--- src/rtl/mem_access_unit.sv ---
// mem_access_unit: memory-stage load/store unit with memory-mapped counters.
//   Store path (combinational): byte enables and lane-replicated write data
//   for the synchronous DMEM port, gated by stall/flush/region/reset.
//   Load path: address attributes are registered in the execute cycle, and the
//   word is aligned and sign/zero extended in the writeback cycle.
// Ports:
//   clk, rst                  clock, synchronous active-high reset
//   mem_rw[1:0]               store width (00 none, 01 SW, 10 SH, 11 SB)
//   ld_sel[2:0]               load funct3 (LB/LH/LW/LBU/LHU; others act as LW)
//   ld_en                     execute instruction is a load
//   addr, store_data          effective address and rs2 value
//   stall, flush              load-use hold and control-hazard kill
//   inst_retire               one instruction retired this cycle
//   dmem_addr/din/we/dout     synchronous DMEM port (dout lags addr by 1 cycle)
//   load_data                 aligned load result, valid in writeback
//   cycle_count, inst_count   free-running counters
module mem_access_unit #(
    parameter int DMEM_AWIDTH = 14
) (
    input  logic                   clk,
    input  logic                   rst,
    input  logic [1:0]             mem_rw,
    input  logic [2:0]             ld_sel,
    input  logic                   ld_en,
    input  logic [31:0]            addr,
    input  logic [31:0]            store_data,
    input  logic                   stall,
    input  logic                   flush,
    input  logic                   inst_retire,
    output logic [DMEM_AWIDTH-1:0] dmem_addr,
    output logic [31:0]            dmem_din,
    output logic [3:0]             dmem_we,
    input  logic [31:0]            dmem_dout,
    output logic [31:0]            load_data,
    output logic [31:0]            cycle_count,
    output logic [31:0]            inst_count
);

    localparam logic [1:0] RGN_OTHER = 2'd0;
    localparam logic [1:0] RGN_DMEM  = 2'd1;
    localparam logic [1:0] RGN_CYC   = 2'd2;
    localparam logic [1:0] RGN_INST  = 2'd3;

    localparam logic [31:0] ADDR_CYC  = 32'h8000_0010;
    localparam logic [31:0] ADDR_INST = 32'h8000_0014;
    localparam logic [31:0] ADDR_CLR  = 32'h8000_0018;

    logic        is_dmem, is_io, acc_ok, is_store, cnt_clr;
    logic [1:0]  rgn_d;
    logic [31:0] io_d;

    logic        ld_v_q;
    logic [2:0]  ld_sel_q;
    logic [1:0]  off_q, rgn_q;
    logic [31:0] io_q;

    assign is_dmem   = (addr[31:28] == 4'h1) || (addr[31:28] == 4'h3);
    assign is_io     = (addr[31:28] == 4'h8);
    // Reset is folded in so the write enables stay low while rst is high.
    assign acc_ok    = ~rst & ~stall & ~flush;
    assign is_store  = (mem_rw != 2'b00);
    assign cnt_clr   = acc_ok & is_store & is_io & (addr == ADDR_CLR);
    assign dmem_addr = addr[DMEM_AWIDTH+1:2];

    // Store path
    always_comb begin
        dmem_we  = 4'b0000;
        dmem_din = store_data;
        case (mem_rw)
            2'b01: dmem_we = 4'b1111;
            2'b10: begin
                dmem_we  = addr[1] ? 4'b1100 : 4'b0011;
                dmem_din = {2{store_data[15:0]}};
            end
            2'b11: begin
                dmem_we  = 4'b0001 << addr[1:0];
                dmem_din = {4{store_data[7:0]}};
            end
            default: dmem_we = 4'b0000;
        endcase
        if (!(acc_ok && is_dmem))
            dmem_we = 4'b0000;
    end

    // Region classification and counter snapshot for a load in execute
    always_comb begin
        rgn_d = RGN_OTHER;
        io_d  = 32'h0;
        if (is_dmem) begin
            rgn_d = RGN_DMEM;
        end else if (addr == ADDR_CYC) begin
            rgn_d = RGN_CYC;
            io_d  = cycle_count;
        end else if (addr == ADDR_INST) begin
            rgn_d = RGN_INST;
            io_d  = inst_count;
        end
    end

    always_ff @(posedge clk) begin
        if (rst) begin
            cycle_count <= 32'h0;
            inst_count  <= 32'h0;
            ld_v_q      <= 1'b0;
            ld_sel_q    <= 3'b000;
            off_q       <= 2'b00;
            rgn_q       <= RGN_OTHER;
            io_q        <= 32'h0;
        end else begin
            // Clear wins over increment, including a same-cycle retire.
            if (cnt_clr) begin
                cycle_count <= 32'h0;
                inst_count  <= 32'h0;
            end else begin
                cycle_count <= cycle_count + 32'd1;
                inst_count  <= inst_count + {31'h0, inst_retire};
            end
            if (!stall) begin
                ld_v_q   <= ld_en & ~flush;
                ld_sel_q <= ld_sel;
                off_q    <= addr[1:0];
                rgn_q    <= rgn_d;
                io_q     <= io_d;
            end
        end
    end

    // Writeback-cycle extraction
    logic [31:0] src;
    logic [7:0]  byte_v;
    logic [15:0] half_v;

    always_comb begin
        case (rgn_q)
            RGN_DMEM:          src = dmem_dout;
            RGN_CYC, RGN_INST: src = io_q;
            default:           src = 32'h0;
        endcase
        case (off_q)
            2'd0:    byte_v = src[7:0];
            2'd1:    byte_v = src[15:8];
            2'd2:    byte_v = src[23:16];
            default: byte_v = src[31:24];
        endcase
        half_v = off_q[1] ? src[31:16] : src[15:0];
        case (ld_sel_q)
            3'b000:  load_data = {{24{byte_v[7]}}, byte_v};
            3'b001:  load_data = {{16{half_v[15]}}, half_v};
            3'b100:  load_data = {24'h0, byte_v};
            3'b101:  load_data = {16'h0, half_v};
            default: load_data = src;
        endcase
        if (!ld_v_q)
            load_data = 32'h0;
    end

endmodule
--- config.mk ---
export PLATFORM = sky130hd
export DESIGN_NAME = mem_access_unit
export DESIGN_NICKNAME = d
export VERILOG_FILES = /design/src/rtl/mem_access_unit.sv
export SDC_FILE = /design/constraint.sdc
export NUM_CORES = 1
export LEC_CHECK = 0
export CAP_MARGIN = 20
export CORE_MARGIN = 4
export CORE_UTILIZATION = 40
export CTS_CLUSTER_SIZE = 20
export DETAILED_ROUTE_END_ITERATION = 8
export GPL_TIMING_DRIVEN = 0
export MAX_ROUTING_LAYER = met4
export PLACE_DENSITY_LB_ADDON = 0.12
export SETUP_SLACK_MARGIN = 0.5
export SYNTH_ARGS = -nofsm -noshare
export SYNTH_HDL_FRONTEND = slang
export SYNTH_SLANG_ARGS = --single-unit
export TNS_END_PERCENT = 1
--- constraint.sdc ---
create_clock -name clk -period 2.6 [get_ports clk]
set_input_delay 0.52 -clock clk [delete_from_list [all_inputs] [get_ports clk]]
set_output_delay 0.52 -clock clk [all_outputs]
set_load 0.03 [all_outputs]
### Word-level counts from Yosys, hierarchy flattened

Index checks and enable logic that the tools add are counted.

| operators by class | value |
|---|---|
| add/subtract/negate cells | 2 |
| $mul | 0 |
| divide/modulo/power cells | 0 |
| magnitude comparators | 0 |
| equality and inequality tests | 17 |
| shift-type cells | 1 |
| muxes and demuxes | 15 |
| bitwise operators | 9 |
| reduce and logical (&&, ||, !) cells | 7 |

Operators with widths:

| cell | number |
|---|---|
| 32-bit two-way mux | 4 |
| 32-bit case mux with 2 select lines | 2 |
| 32-bit case mux with 4 select lines | 1 |
| 32-bit == test, second input constant | 3 |
| 32-bit by 1-bit adder with 32-bit output | 1 |
| 32-bit by 1-bit adder with 32-bit output, second input constant | 1 |
| 8-bit case mux with 3 select lines | 1 |
| 16-bit two-way mux | 1 |
| 4-bit case mux with 3 select lines | 1 |
| 2-bit == test, second input constant | 5 |
| 4-bit two-way mux | 2 |
| 1-bit bitwise AND | 6 |
| 2-bit by 1-bit == test with 1-bit output, second input constant | 3 |
| 3-bit == test, second input constant | 2 |
| 2-bit two-way mux | 3 |
| 4-bit by 1-bit == test with 1-bit output, second input constant | 1 |
| 4-bit by 2-bit == test with 1-bit output, second input constant | 1 |
| 4-bit == test, second input constant | 1 |
| 2-bit OR reduction | 2 |
| 1-bit by 2-bit left shift with 4-bit output, first input constant | 1 |
| 3-bit by 1-bit == test with 1-bit output, second input constant | 1 |
| 3-bit logical NOT | 1 |
| 1-bit inverter | 3 |
| 2-bit logical NOT | 1 |
| other kinds (3) | 3 |

| word-level totals | value |
|---|---|
| bits in registers | 104 |
| bits in latches | 0 |
| RAM bits | 0 |
| ROM bits | 0 |
| bits of input ports | 107 |
| output and inout port bits | 146 |
| logic and storage cells | 58 |
| memories kept | 0 |

### Logic depth before layout (Yosys ltp)

Gate-level depths: netlist of the first run.

| logic depth | value |
|---|---|
| depth after elaboration | 7 |
| mapped depth | 9 |
| depth with buffers taken out | 7 |

### Worst setup path after synthesis of the first run

OpenSTA, ideal clock, no wires.

| timing path | value |
|---|---|
| kind | reg-to-output |
| start | register rgn_q[1] |
| end | output load_data[6] |
| arrival time | 2178 ps |
| data required time | 2080 ps |
| setup slack | -98 ps |
| stages on the path, launching flop included | 10 |
| path buffers | 4 |
| cell sequence | dfxtp_1 > buf_2 > nor2b_1 > buf_2 > buf_2 > buf_2 > a22oi_1 > mux2i_1 > nor2_1 > a211oi_1 |

| on the way | value |
|---|---|
| word-level cells in the longest chain between the ends | 6 |
| elaborated cells on any way between the ends | 9 |
| classes of those cells | eq/ne (3); mux (5); reduce/logical (1) |

Ends and longest elaborated chain:

| element | RTL line | RTL |
|---|---|---|
| start: declaration | 54 | `logic [1:0] off_q, rgn_q;` |
| start signal: assignment | 122 | `rgn_q <= rgn_d;` |
| 2-bit == test | 134 | `case (rgn_q)` |
| 2-bit OR reduction | 134 |  |
| 32-bit case mux with 2 select lines (*) | 134 |  |
| 8-bit case mux with 3 select lines or 16-bit two-way mux (tied branches) | 139, 145 |  |
| 32-bit case mux with 4 select lines (*) | 146 | `case (ld_sel_q)` |
| 32-bit two-way mux (*) | 153 | `if (!ld_v_q)` |
| end: declaration | 34 | `output logic [31:0] load_data,` |

Every way passes the cells marked *; elsewhere a longest branch is shown, timed or not.

### Worst setup path after layout of the first run

| timing path | value |
|---|---|
| start | register rgn_q[1] |
| end | output load_data[15] |

Same word-level chain as after synthesis.

==> results of run 1 <==
power groups by stage:
stage               logic (mW)  registers [mW]  clock network [mW]
floorplan                0.382            1.67                   0
global placement         0.758            1.66                   0
detailed placement       0.759            1.66                   0
CTS                      0.757            1.62                1.30
global route             0.824            1.62                1.38
finish                   0.782            1.62                1.28
worst min-delay path: cells and delay by family (launching register included):
kind | cells | cell delay, ns
flops | 1 | 0.31
simple gates | 1 | 0.05
compound gates | 1 | 0.05
how the worst max path moves through the flow:
stage / endpoint / slack [ns]
global route: load_data[15] / -0.31
global placement: load_data[28] / -0.84
finish: load_data[15] / -0.22
CTS: load_data[12] / -0.32
detailed placement: load_data[25] / -0.89
floorplan: load_data[10] / 0.23
logic make-up (layout without fill, tap and decap cells):
logic type | count (synthesis) | count (layout)
buffers and inverters | 79 | 358
other | 0 | 1
muxes | 70 | 70
DFF | 104 | 104
adders and majority gates | 3 | 3
xor gates and xnor gates | 57 | 57
AOI/OAI and AO/OA | 137 | 137
and+or+nand+nor | 279 | 279
cell usage after synthesis, drive strengths merged, types with 4 or more instances:
library cell / n / area [sq um]
buf: 42 / 257
a21oi: 19 / 95.1
nor2b: 4 / 25.0
nor3: 6 / 30.0
o22ai: 5 / 31.3
a221oi: 6 / 52.6
xor2: 38 / 333
xnor2: 19 / 166
mux2: 16 / 180
o21ai: 52 / 260
clkbuf: 28 / 105
nor2: 104 / 393
mux4: 5 / 113
dfxtp: 104 / 2080
nand2: 72 / 270
o21a: 5 / 37.5
o211ai: 4 / 30.0
mux2i: 49 / 490
nand3: 30 / 155
a211oi: 5 / 37.5
and3: 9 / 56.3
and2: 7 / 43.8
nor4: 10 / 83.8
inv: 9 / 33.8
nand4: 18 / 113
and4: 7 / 62.6
a22oi: 31 / 233
what timing repair did:
item | in CTS | in global routing
endpoints found under the setup margin | 180 | 159
resized for setup | 365 | 144
pin swaps | 15 | 29
setup buffers | 9 | 4
per-layer routing:
layer,track usage,vias up,part of all wire
met5,-,-,0
met4,0.0544,0,0.017
met3,0.0381,26,0.069
met2,0.402,299,0.45
met1,0.374,3021,0.46
li1,-,3114,-
state kept, by name (all words and copies together), names as in the netlist:
register and count:
cycle_count 32, inst_count 32, io_q 32, ld_sel_q 3
ld_v_q 1, off_q 2, rgn_q 2
through the flow:
step | hold slack [ns] | worst slack, ns | setup TNS [ns] | cell area (sq um)
finish | 0.455 | -0.217 | -4.76 | 9500
global route | 0.496 | -0.307 | -7.84 | 9500
CTS | 0.467 | -0.324 | -6.00 | 9320
detailed placement | 0.448 | -0.892 | -73.20 | 8890
global placement | 0.445 | -0.842 | -76.47 | 8890
floorplan | 0.425 | 0.232 | 0 | 6140
placed cells by master (no fill, tap or decap), types with 15 or more instances in the layout:
cell,count
clkdlybuf4s50_1,142
dfxtp_1,97
nor2_1,96
buf_4,71
nand2_1,69
mux2i_1,49
xor2_1,38
buf_2,30
nand3_1,29
a22oi_1,25
o21ai_0,24
o21ai_1,23
xnor2_1,19
nand4_1,18
clkdlybuf4s15_2,17
mux2_2,16
a21oi_1,15
buf_6,15
final cells by class:
type / instances / area share
multi-input combinational: 546 / 0.410
timing repair buffer: 264 / 0.257
sequential: 104 / 0.220
buffer: 70 / 0.0544
clock buffer: 11 / 0.0266
tap: 184 / 0.0242
inverter: 9 / 0.00356
clock inverter: 4 / 0.00303
antenna: 1 / 0.000263
==> metrics.cfg, run 1 <==
[synth]
synth_adder_area_share = 0.00628
ys_ff_latch = 104
synthMuxAreaShare = 0.131
async_reset_ff_frac = 0
synthXorXnorAreaFrac = 0.0835
synth.avg_cell_area_sq_um = 8.20
yosysWarnings = 0
synth_compound_area_frac = 0.144
synth_fp_nets = 839
yosys.cell_types.count = 49
synthesis.area_sq_um = 5980
synth_ff_type = dfxtp_1
synthCells = 729
synthSimpleGateAreaFrac = 0.221
synth_top_family_by_area = simple AND/OR/NAND/NOR gates
synth_edf_count = 0
yosysSeqAreaShare = 0.348

[worst_setup_path]
reg2reg_depth = 5
cp_max_fo = 7
required_ns = 2.08
critPathBufInv = 5
setup.worst_path.class = reg -> out
worstSetupStartpoint = rgn_q[1]$_SDFFE_PP0N_
worst_path_largest_cell_delay_ns = 0.33
r2r_slack_ns = 0.62
crit_cells = 10
startpoint_type = flip-flop
critPathTopFamily = buffers and inverters
cp_cell_sequence = buf_6 > nor2b_1 > buf_4 > a22oi_2 > buf_4 > a2111oi_4 > o41ai_4 > buf_6 > a211oi_4 > buf_2
cp_slowest_cell = a2111oi_4
crit_path_end_kind = output pin
r2r_start = cycle_count[1]$_SDFF_PP0_
reg2reg_to = cycle_count[30]$_SDFF_PP0_
crit_arrival_ns = 2.30

[timing]
finalSetupViolCount = 32
worstMarginPinSlew_ns = 0.775
slew_viol_final = 0
max_slew_margin = 0.483
max_freq_mhz = 355
skew_ns = 0.00763
fin_crit_ns = 2.82
period_share = 1.08
rsz0062_at_grt = true
hold_violations = 0
worst_slack_ns = -0.217

[power]
leakagePower_nw = 3.77
total_power_mw = 3.69
pwr-share-seq = 0.440
p_int_mw = 2.67
pwr-share-comb = 0.212
clockPowerShare = 0.348
power_density_nw_per_um2 = 388
ir_worst_vdd_v = 0.000370
netSwitchingFraction = 0.275
p_sw_mw = 1.02

[clock_tree]
cts_buffers = 9
cts_hold_buf = 0
cts-root-buf = clkbuf_16
cts_tree = yes
clock_latency_ns = 0.34
clock_sinks = 104
clkTransAtPathRegs_ns = 0.07
cts_htree_levels = 3
clockBufferDepth = 2

[floorplanning]
ioPinCount = 253
start_util = 0.410
die_area_sq_um = 17000
rows = 44
coreArea_sq_um = 14600
dieWidth_um = 130
die_h_um = 130

[drt]
dr.pass1.iters = 6
routed_wl_um = 22600
postRouteAntennaNets = 0
drt_iter0_drc = 570
drt-wirelength-per-cell_um = 18.9
vias = 6460
drc_errors = 0
via_per_inst = 5.41

[min_path]
hold_class = reg -> reg
hold_start = io_q[2]$_SDFFE_PP0N_
min_path_cells = 2
min_to = io_q[2]$_SDFFE_PP0N_

[layout]
finish.utilization = 0.651
nNetsFinal = 1114
area_growth_pct = 58.9
nFillCells = 1240
drive_above_1_share = 0.256
regArea_sq_um = 2090
fin_cells = 1193
multi_input_area_sq_um = 3900

[place]
portBuffers = 251
dp_hpwl_um = 17700
gp_congestion = 0.962
placed_cells = 1164

[status]
failed_checks = setup timing
status = complete, but fails checks

[global_route]
grt_pass1_vias = 6073
grt_max_degree = 17
antenna_found_initial = 1
grt_pass1_wl_um = 33900
grt_usage = 0.264
grt_overflow_total = 0

[run]
drv_cap = 0

Note: power is estimated with default switching activity, not from simulation.
==> run 2, diff against run 1 <==
CORE_MARGIN = 3   (was 4)
==> run 2 against run 1 <==
Compared with the run above:
- the flow still finishes with violations (setup timing)
- clock skew increased by 0.0038 ns
- cell area decreased by 0.36%
- non-clock buffer count unchanged
- sequential share of layout area increased by 0.065 points
- combinational power decreased by 1%
- final cell count unchanged
- power fell by 0.14%
- global-route usage increased by 0.66 points
- clock power about the same
- critical endpoint is now load_data[17]
- largest cell class unchanged
- largest power group unchanged
- highest routed layer unchanged
==> metrics.cfg, run 2 (same netlist as run 1, synthesis figures left out) <==
[timing]
finalSetupViolCount = 32
slew_viol_final = 0
max_freq_mhz = 350
fin_crit_ns = 2.86
skew_ns = 0.0114
rsz0062_at_grt = true
worst_slack_ns = -0.258
fin_tns_setup_ns = -6.04
hold_violations = 0
max_slew_margin = 0.531
period_share = 1.10
worstMarginPinSlew_ns = 0.704

[drt]
vias = 6427
drt-wirelength-per-cell_um = 18.8
routed_wl_um = 22400
postRouteAntennaNets = 0
dr.pass1.iters = 5
drc_errors = 0
via_per_inst = 5.39
drt_iter0_drc = 504

[global_route]
grt_usage = 0.271
grt_overflow_total = 0
grt_pass1_vias = 6065
antenna_found_initial = 0
grt_pass1_wl_um = 34300
grt_max_degree = 18

[status]
status = complete, but fails checks
failed_checks = setup timing

[clock_tree]
cts_buffers = 9
cts_hold_buf = 0
cts-root-buf = clkbuf_16
cts_tree = yes
clkTransAtPathRegs_ns = 0.07
cts_htree_levels = 3
clockBufferDepth = 2
clock_latency_ns = 0.34
clock_sinks = 104

[layout]
drive_above_1_share = 0.257
final_cell_mix = clkdlybuf4s50_1 (138), dfxtp_1 (98), nor2_1 (94), buf_4 (70), nand2_1 (69)
area_growth_pct = 58.3
n_antenna_cell = 0
nNetsFinal = 1114
top_regs = cycle_count (32), inst_count (32), io_q (32)
stdcell_area_sq_um = 9460
mostFrequentLayoutCell = clkdlybuf4s50_1

[worst_setup_path]
setup.worst_path.class = reg -> out
startpoint_type = flip-flop
cp_max_fo = 8
required_ns = 2.08
crit_arrival_ns = 2.34
crit_path_end_kind = output pin

[place]
portBuffers = 251
pre_cts_ws_ns = -0.870
gp_congestion = 0.969
placed_area_sq_um = 8890
dp_hpwl_um = 17300

[floorplanning]
rows = 44
die_h_um = 128
coreArea_sq_um = 14600
die_area_sq_um = 16400
ioPinCount = 253
dieWidth_um = 128
start_util = 0.410

[power]
leakagePower_nw = 3.86
ir_worst_vdd_v = 0.000256
power_density_nw_per_um2 = 389
total_power_mw = 3.68

[run]
drv_cap = 0

[min_path]
hold_class = reg -> reg

-- run 2: final cells by class --
type                    count  area (sq um)
inverters                   9          33.8
clock buffers              11           243
flip-flops and latches    104          2090
clock inverters             5          37.5
repair buffers            264          2420
well taps                 184           230
plain buffers              70           531
multi-input cells         546          3880
fillers                  1292          5120
-- run 2: repair_timing --
item | 4_1_cts | 5_1_grt
resized for setup | 346 | 154
pin swaps | 10 | 22
setup endpoints to repair | 178 | 153
cloned | 0 | 1
setup buffers | 9 | 3
-- run 2: worst paths after layout --
check | cells past startpoint | to | from | slack (ns)
hold reg to reg | 2 | io_q[1]$_SDFFE_PP0N_ | io_q[1]$_SDFFE_PP0N_ | 0.47
setup reg to reg | 6 | cycle_count[25]$_SDFF_PP0_ | cycle_count[2]$_SDFF_PP0_ | 0.60
setup / recovery | 10 | load_data[17] | rgn_q[1]$_SDFFE_PP0N_ | -0.26
hold / removal | 2 | io_q[1]$_SDFFE_PP0N_ | io_q[1]$_SDFFE_PP0N_ | 0.47
-- run 2: where the power goes --
| group | switching (mW) | internal, mW | total (mW) |
|---|---|---|---|
| clock network | 0.605 | 0.682 | 1.29 |
| logic | 0.408 | 0.366 | 0.773 |
| registers | 0.0180 | 1.60 | 1.62 |
-- run 2: critical path, stage by stage (launching register included) --
cell	delay [ns]
dfxtp_2	0.33
buf_6	0.10
nor2b_1	0.04
buf_4	0.16
buf_4	0.14
a221oi_2	0.30
a211oi_1	0.10
a21oi_2	0.27
buf_4	0.18
o21ai_0	0.07
clkdlybuf4s15_2	0.29
-- run 2: per-stage QoR --
step,hold slack [ns],instances,util
6_report,0.468,1193,0.649
3_5_place_dp,0.450,1164,0.609
5_1_grt,0.479,1193,0.649
3_3_place_gp,0.443,1164,0.609
4_1_cts,0.467,1189,0.637
2_1_floorplan,0.425,729,-
-- run 2: routing by layer --
metal	vias to the layer above	GRT usage	wire [um]
met5	-	-	0
li1	3112	-	-
met4	0	0.0431	212
met3	16	0.0546	1880
met1	3032	0.378	9940
met2	267	0.414	10400
==> run 3, diff against run 2 <==
CORE_UTILIZATION = 43   (was 40)
==> run 3 against run 2 <==
Compared with the run above:
- the flow still finishes with violations (setup timing)
- power is 2.3% higher
- combinational power hardly changed
- worst hold slack better by 0.0019 ns
- final cell count is 0.59% lower
- clock-buffer cell count is 2 lower
- die area is 6.7% lower
- flip-flop and latch count stayed put
- global-route usage is 2.5 points higher
- utilization is 6.4 points higher
- critical path depth is 3 lower
==> metrics.cfg, run 3 (same netlist as run 1, synthesis figures left out) <==
[worst_setup_path]
crit_path_end_kind = output pin
critPathTopFamily = multiplexers
cpMostUsedCell = buf_6
cp_max_fo = 8
crit_arrival_ns = 2.28
setup.worst_path.class = reg -> out
required_ns = 2.08
r2r_start = cycle_count[14]$_SDFF_PP0_
worst_path_largest_cell_delay_ns = 0.56
reg2reg_depth = 5
cp_slowest_cell = mux4_2
critPathBufInv = 3
r2r_slack_ns = 0.57
reg2reg_to = cycle_count[30]$_SDFF_PP0_
startpoint_type = flip-flop
cp_cell_sequence = buf_6 > nor2b_4 > buf_6 > a22oi_2 > mux4_2 > a221oi_4 > buf_2

[place]
placed_area_sq_um = 8880
gp_congestion = 1.02
pre_cts_ws_ns = -0.872
placed_cells = 1156
portBuffers = 251
dp_hpwl_um = 17700

[timing]
fin_crit_ns = 2.80
finalSetupViolCount = 30
skew_ns = 0.00779
hold_violations = 0
max_slew_margin = 0.517
rsz0062_at_grt = true
worst_slack_ns = -0.198
worstMarginPinSlew_ns = 0.724
period_share = 1.08
slew_viol_final = 0
max_freq_mhz = 357

[floorplanning]
ioPinCount = 253
rows = 42
die_h_um = 124
die_area_sq_um = 15400
coreArea_sq_um = 13400
dieWidth_um = 124
start_util = 0.446

[clock_tree]
cts_tree = yes
cts_htree_levels = 3
clock_latency_ns = 0.34
clockBufferDepth = 2
cts_buffers = 9
clock_sinks = 104
cts-root-buf = clkbuf_16
cts_hold_buf = 0
clkTransAtPathRegs_ns = 0.07

[layout]
stdcell_area_sq_um = 9550
mostFrequentLayoutCell = clkdlybuf4s50_1
finish.utilization = 0.712
fin_cells = 1186
drive_above_1_share = 0.256
nNetsFinal = 1113
area_growth_pct = 59.7
top_regs = cycle_count (32), inst_count (32), io_q (32)
final_cell_mix = clkdlybuf4s50_1 (123), dfxtp_1 (98), nor2_1 (94), nand2_1 (69), buf_4 (64)

[global_route]
antenna_found_initial = 2
grt_max_degree = 19
grt_pass1_wl_um = 34100
grt_overflow_total = 0
grt_usage = 0.295
grt_pass1_vias = 6029

[drt]
vias = 6512
routed_wl_um = 23000
drt_iter0_drc = 624
dr.pass1.iters = 5
drt-wirelength-per-cell_um = 19.4
drc_errors = 0
via_per_inst = 5.49
postRouteAntennaNets = 0

[power]
power_density_nw_per_um2 = 395
total_power_mw = 3.77
leakagePower_nw = 4.01
ir_worst_vdd_v = 0.000360

[min_path]
min_to = io_q[17]$_SDFFE_PP0N_
hold_start = io_q[17]$_SDFFE_PP0N_
min_path_cells = 2
hold_class = reg -> reg

[run]
drv_cap = 0

[status]
failed_checks = setup timing
status = complete, but fails checks

==> run 3: worst register-to-register path, cell delays in order, from the launching register on <==
cell and delay (ns):
dfxtp_1 0.49, nand3_2 0.13, or4_1 0.53, buf_2 0.18, or4_1 0.48, a21oi_1 0.16
==> run 3: timing repair <==
item	CTS	global route
endpoints found under the setup margin	179	162
gates resized for setup	320	176
endpoints found under the hold margin	0	0
pin swaps	16	24
setup buffers	8	4
==> run 3: layer usage <==
layer  global-route usage  share of wire  up-vias
met3               0.0372          0.075       29
met4               0.0773          0.016        0
li1                     -              -     3111
met5                    -              0        -
met1                0.415           0.45     3076
met2                0.452           0.46      296
==> run 3: metrics by stage <==
step | hold slack (ns) | TNS [ns]
after floorplan | 0.425 | 0
after global placement | 0.440 | -70.64
after detailed placement | 0.454 | -74.92
after CTS | 0.474 | -6.57
after global routing | 0.483 | -7.01
final | 0.470 | -4.52
==> run 3: worst max-delay path by stage <==
| stage | from | to | slack, ns | depth (start not counted) |
|---|---|---|---|---|
| 4_1_cts | rgn_q[1]$_SDFFE_PP0N_ | load_data[10] | -0.35 | 9 |
| 6_report | rgn_q[1]$_SDFFE_PP0N_ | load_data[7] | -0.20 | 7 |
| 3_3_place_gp | dmem_dout[23] | load_data[26] | -0.81 | 7 |
| 2_1_floorplan | rgn_q[1]$_SDFFE_PP0N_ | load_data[10] | 0.23 | 7 |
| 5_1_grt | rgn_q[1]$_SDFFE_PP0N_ | load_data[23] | -0.28 | 8 |
| 3_5_place_dp | dmem_dout[23] | load_data[25] | -0.87 | 7 |
==> run 3: power by group <==
| part | switching (mW) | leakage (nW) | internal, mW |
|---|---|---|---|
| sequential | 0.0177 | 0.842 | 1.61 |
| combinational | 0.419 | 3.02 | 0.357 |
| clock | 0.612 | 0.147 | 0.757 |
==> run 3: layout make-up <==
| class | instances | area (sq um) |
|---|---|---|
| Antenna cell | 2 | 5.00 |
| Clock buffer | 9 | 225 |
| Fill cell | 1096 | 3850 |
| Clock inverter | 7 | 77.6 |
| Tap cell | 176 | 220 |
| Multi-Input combinational cell | 546 | 3930 |
| Sequential cell | 104 | 2090 |
| Timing Repair Buffer | 263 | 2460 |
| Buffer | 70 | 507 |
| Inverter | 9 | 33.8 |
